File: src/rtl/pipeline_hazard_scheduler.sv
// ============================================================================
// Module   : pipeline_hazard_scheduler
// Purpose  : Merges hazard requests into per-stage stall/flush enables and
//            sequences a drain-then-freeze halt. Optional perf counters are
//            built when PERF_CNT_EN is defined.
// Revision : 1.0  initial release
// ============================================================================
`default_nettype none

module pipeline_hazard_scheduler #(
  parameter int DRAIN_CYCLES = 3,
  parameter int CNT_W        = 32
) (
  input  logic             clk,
  input  logic             rst_n,
  input  logic             mem_busy,
  input  logic             load_use_hazard,
  input  logic             branch_hazard,
  input  logic             branch_flushD,
  input  logic             halt_req,
  output logic             stallF,
  output logic             stallD,
  output logic             stallE,
  output logic             stallM,
  output logic             flushD,
  output logic             flushE,
  output logic             halted,
  output logic [CNT_W-1:0] stall_cnt,
  output logic [CNT_W-1:0] flush_cnt
);

  typedef enum logic [1:0] {
    ST_RUN    = 2'd0,
    ST_DRAIN  = 2'd1,
    ST_HALTED = 2'd2
  } state_t;

  localparam logic [3:0] c_drain_load = 4'(DRAIN_CYCLES - 1);
  localparam logic [3:0] c_drain_one  = 4'd1;

  state_t     r_state;
  state_t     w_state_nxt;
  logic [3:0] r_drain_cnt;
  logic [3:0] w_drain_nxt;

  always_ff @(posedge clk) begin
    if (!rst_n) begin
      r_state     <= ST_RUN;
      r_drain_cnt <= 4'd0;
    end else begin
      r_state     <= w_state_nxt;
      r_drain_cnt <= w_drain_nxt;
    end
  end

  always_comb begin
    w_state_nxt = r_state;
    w_drain_nxt = r_drain_cnt;
    stallF      = 1'b0;
    stallD      = 1'b0;
    stallE      = 1'b0;
    stallM      = 1'b0;
    flushD      = 1'b0;
    flushE      = 1'b0;
    halted      = 1'b0;

    case (r_state)
      ST_RUN: begin
        if (mem_busy) begin
          stallF = 1'b1;
          stallD = 1'b1;
          stallE = 1'b1;
          stallM = 1'b1;
        end else if (load_use_hazard || branch_hazard) begin
          // The stalled instruction is re-presented, so halt/branch wait a cycle.
          stallF = 1'b1;
          stallD = 1'b1;
          flushE = 1'b1;
        end else if (halt_req) begin
          stallF      = 1'b1;
          flushD      = 1'b1;
          w_drain_nxt = c_drain_load;
          w_state_nxt = ST_DRAIN;
        end else if (branch_flushD) begin
          flushD = 1'b1;
        end
      end

      ST_DRAIN: begin
        if (mem_busy) begin
          stallF = 1'b1;
          stallD = 1'b1;
          stallE = 1'b1;
          stallM = 1'b1;
        end else begin
          // Bubbles enter ID while the older instructions retire.
          stallF = 1'b1;
          flushD = 1'b1;
          if (r_drain_cnt == 4'd0) begin
            w_state_nxt = ST_HALTED;
          end else begin
            w_drain_nxt = r_drain_cnt - c_drain_one;
          end
        end
      end

      ST_HALTED: begin
        stallF = 1'b1;
        stallD = 1'b1;
        stallE = 1'b1;
        stallM = 1'b1;
        halted = 1'b1;
      end

      default: begin
        w_state_nxt = ST_RUN;
        w_drain_nxt = 4'd0;
      end
    endcase
  end

`ifdef PERF_CNT_EN
  localparam logic [CNT_W-1:0] c_cnt_one = CNT_W'(1);

  logic [CNT_W-1:0] r_stall_cnt;
  logic [CNT_W-1:0] r_flush_cnt;
  logic             w_any_stall;
  logic             w_any_flush;

  // A frozen core is not charged as stall time.
  assign w_any_stall = (stallF | stallD | stallE | stallM) & (r_state != ST_HALTED);
  assign w_any_flush = flushD | flushE;

  always_ff @(posedge clk) begin
    if (!rst_n) begin
      r_stall_cnt <= '0;
      r_flush_cnt <= '0;
    end else begin
      if (w_any_stall) begin
        r_stall_cnt <= r_stall_cnt + c_cnt_one;
      end
      if (w_any_flush) begin
        r_flush_cnt <= r_flush_cnt + c_cnt_one;
      end
    end
  end

  assign stall_cnt = r_stall_cnt;
  assign flush_cnt = r_flush_cnt;
`else
  assign stall_cnt = '0;
  assign flush_cnt = '0;
`endif

endmodule

`default_nettype wire
File: config.mk
export PLATFORM = sky130hd
export DESIGN_NAME = pipeline_hazard_scheduler
export DESIGN_NICKNAME = d
export VERILOG_FILES = /design/src/rtl/pipeline_hazard_scheduler.sv
export SDC_FILE = /design/constraint.sdc
export NUM_CORES = 1
export LEC_CHECK = 0
export ABC_AREA = 0
export CAP_MARGIN = 10
export CORE_ASPECT_RATIO = 1.25
export CORE_MARGIN = 1.5
export CORE_UTILIZATION = 25
export CTS_CLUSTER_SIZE = 16
export DETAILED_ROUTE_END_ITERATION = 8
export PLACE_DENSITY_LB_ADDON = 0.3
export SYNTH_ARGS = -nofsm -noshare
export SYNTH_HDL_FRONTEND = slang
export SYNTH_SLANG_ARGS = --single-unit
File: constraint.sdc
create_clock -name clk -period 1.8 [get_ports clk]
set_input_delay 0.36 -clock clk [delete_from_list [all_inputs] [get_ports clk]]
set_output_delay 0.36 -clock clk [all_outputs]
set_load 0.01 [all_outputs]
Yosys cells after proc, flatten, opt, wreduce, memory -nomap -nowiden:

Index checks and enable logic that the tools add are counted.

* flip-flop bits (word level): 6
* output and inout port bits: 71

* add/sub/neg operators: 1
* eq/ne operators: 8
* muxes and demuxes: 30
* bitwise logic cells: 1
* reductions and logical operators: 7

Operators by type and width (count)
* two-way mux 4 bit: 5
* two-way mux 1 bit: 14
* != test 2 bit (second input constant): 6
* one-hot mux 4 bit (3 select lines): 1
* AND reduction 6 bit: 2
* two-way mux 2 bit: 5
* one-hot mux 1 bit (2 select lines): 3
* one-hot mux 2 bit (3 select lines): 1
* logical NOT 4 bit: 1
* OR reduction 2 bit: 2
* subtractor 4 x 1 -> 4 bit (second input constant): 1
* one-hot mux 1 bit (3 select lines): 1
* == test 2 x 1 -> 1 bit (second input constant): 1
* == test 2 bit (second input constant): 1
* logical NOT 2 bit: 1
* logical OR 1 bit: 1
* inverter 1 bit: 1

Depth between registers and ports, before layout:

* depth in word-level cells: 5
* depth in mapped cells: 6
* gate-level depth less buffers: 6

Worst setup path after synthesis:

Ideal clock, no wire load.

* kind: register to register
* start: reg r_state[0]
* end: reg r_drain_cnt[1]
* setup time: 0.115 ns
* arrival time: 1.773 ns
* data required time: 1.685 ns
* slack: -0.089 ns
* stages on the path, launching flop included: 6
* path buffers: 0
* period minus slack after synthesis: 1.889 ns
* cell sequence: dfxtp_1 -> inv_1 -> ha_1 -> a221o_1 -> or4_1 -> and3_1

* longest elaborated chain between the ends: 3

RTL lines
* start, declared: RTL line 41 `state_t r_state;`
* start signal, assigned: RTL line 51 `r_state <= w_state_nxt;`
* == test 2 x 1 -> 1 bit, or another cell as far along: RTL line 67 `case (r_state)`
* != test 2 bit (no source line) or inverter 1 bit (tied branches)
* AND reduction 6 bit (no source line)
* end signal, assigned: RTL line 52 `r_drain_cnt <= w_drain_nxt;`
* end, declared: RTL line 43 `logic [3:0] r_drain_cnt;`

Several ways; a longest one is shown, not always the timed one.
A chain may end at the register's enable or synchronous reset.

Worst setup path in the final report:

* start: in halt_req
* end: reg r_drain_cnt[0]

* longest elaborated chain between the ends: 2

RTL lines
* start, declared: RTL line 20 `input logic halt_req,`
* != test 2 bit (no source line)
* AND reduction 6 bit (no source line)

Every way passes these cells.

==> qor.csv <==
metric;value;unit
syn_avg_cell_area;7.61;sq um
fillers;428;
rows;25;
cts-htree-levels;1;
synth-edff-count;0;
dp_cells;205;
power;555;uW
grt_overflow;0;
fin_tns_setup;0;ps
synth-xor-area-share;0;%
antenna_found_initial;0;
cap_viol_max_count;0;
finalNetCount;171;
syn_area;982;sq um
die_area;4320;sq um
synthArstFlopShare;0;%
post-route-drc-count;0;
synth-seq-cells;6;
postCtsHoldBufs;0;
synth_warnings;0;
cpMaxStageDelayCell;or3b_4;
slowest_delay;370;ps
clock_latency;220;ps
place.gp.congestion;0.767;
ys_types;25;
cts_root_buf;clkbuf_8;
pin_count;78;
synth_top_family_by_area;buffers and inverters;
cts_buffers;3;
cp.arrival;1850;ps
p_leak;0.000552;uW
yosys.area_share.simple;14.1;%
firstDrtPassIters;4;
place_hpwl;1280;um
grt_pass1_wl;2170;um
vias;704;
cts_sinks;6;
final_cell_mix;conb_1, buf_4, nor2_1;
die_y;73.1;um
coreArea;3780;sq um
dpl_cell_area;1020;sq um
required;1910;ps
synth_compound_area_share;9.17;%
first_global_vias;548;
status;completed;
synthCells;129;
setup_viol;0;
final_common_cell;conb_1;
final_cells;209;
yosys.area_share.adder;8.92;%
max-vdd-ir-drop;0.303;mV
worst_setup_path_start_kind;input port;
antenna_left;0;
power_density;508;nW/um^2
cts.clk_slew.worst_paths;40;ps
finalCritPeriodShare;96.6;%
rrSetupSlack;100;ps
hold_path_class;flip-flop to flip-flop;
cp-end-kind;flip-flop;
hold_viol;0;
cts_tree;done;
layout_min_cycle_time;1740;ps
grt_start_max_net_pins;11;
clock_path_buffers;2;
port_buffers;13;
start_util;26.0;%
post-route-cell-area;1090;sq um
gr-usage-all-layers;6.68;%
synthFlopType;dfxtp_1;
avgRoutedWirePerCell;7.09;um
muxShareOfSynthArea;3.18;%
drtIter0Drc;2;
max_freq;575;MHz
maxSlewViolCount;0;
crit_fanout;5;
syn2layout_area_growth;11.2;%
wirelength;1480;um
die_w;59.1;um
routed_via_density;3.37;
crit_type;input port to flip-flop;
synth-seq-area-share;12.2;%
finClkSkew;1.24;ps
path_cells;clkdlybuf4s15_2, or3b_4, a221o_1, buf_4, buf_4, o21a_1, o21a_1;
drive_above_1_share;21.9;%
diodes;0;
[worst paths after layout]
kind	start	end	cells past startpoint
setup / recovery	halt_req	r_drain_cnt[0]	7
setup reg to reg	r_state[0]	r_drain_cnt[0]	8
hold reg to reg	r_drain_cnt[3]	r_drain_cnt[3]	2
hold / removal	r_drain_cnt[3]	r_drain_cnt[3]	2
[critical path: cells and delay by family]
kind	cells	cell delay (ps)
AND/OR/NAND/NOR	1	370
AO/OA/AOI/OAI	3	630
buffers and inverters	3	480
[power breakdown]
group          internal (uW)  switching [uW]  total (uW)
clock network            143            54.3         198
registers                139            3.33         143
logic                   82.9             132         215
[area by class of cell]
type / count / area (sq um) / share of cell area (%)
tap: 54 / 67.6 / 6.19
sequential: 6 / 121 / 11.1
clock buffer: 3 / 41.3 / 3.78
inverter: 4 / 15.0 / 1.37
multi-input combinational: 115 / 632 / 57.8
timing repair buffer: 27 / 215 / 19.7
[cell usage after synthesis (2+ instances only)]
cell	number	area, sq um
buf_1	2	7.51
dfxtp_1	6	120
ha_1	7	87.6
inv_1	4	15.0
buf_4	65	488
nand3b_1	2	15.0
mux2i_1	2	20.0
o21a_1	2	15.0
nor2_1	9	33.8
o311ai_0	2	17.5
nand2_1	6	22.5
a21oi_1	4	20.0
and3_1	2	12.5
nor3_1	2	10.0
o21ai_0	4	20.0
[layer usage]
layer	wire length [um]	vias up	GRT usage [%]
li1	-	344	-
met1	524	314	6.39
met2	802	44	12.2
met3	142	2	3.19
met4	12	0	2.27
met5	0	-	0
[logic make-up after synthesis]
family / Yosys count
flip-flops: 6
other: 1
adder cells (fa/ha/maj): 7
multiplexers: 3
AND/OR/NAND/NOR: 27
AO/OA/AOI/OAI: 14
buffers and inverters: 71
[sequential cells by signal, summed over array words and instances, names as in the netlist]
name / cells
r_drain_cnt: 4
r_state: 2
[what timing repair did]
| action | 4_1_cts | 5_1_grt |
|---|---|---|
| gates resized for setup | 29 | 11 |
| pin swaps | 5 | 2 |
| setup endpoints to repair | 13 | 7 |
| buffers inserted | 1 | 0 |
[metrics by stage]
stage          setup WS [ps]  util [%]  hold slack (ps)
5_1_grt                -1.64      28.9              541
4_1_cts                -4.29      28.4              534
6_report                60.8      28.9              496
3_5_place_dp            -499      26.9              528
3_3_place_gp            -484      26.9              526
2_1_floorplan           15.7         -              468
(Power assumes the default switching activity.)
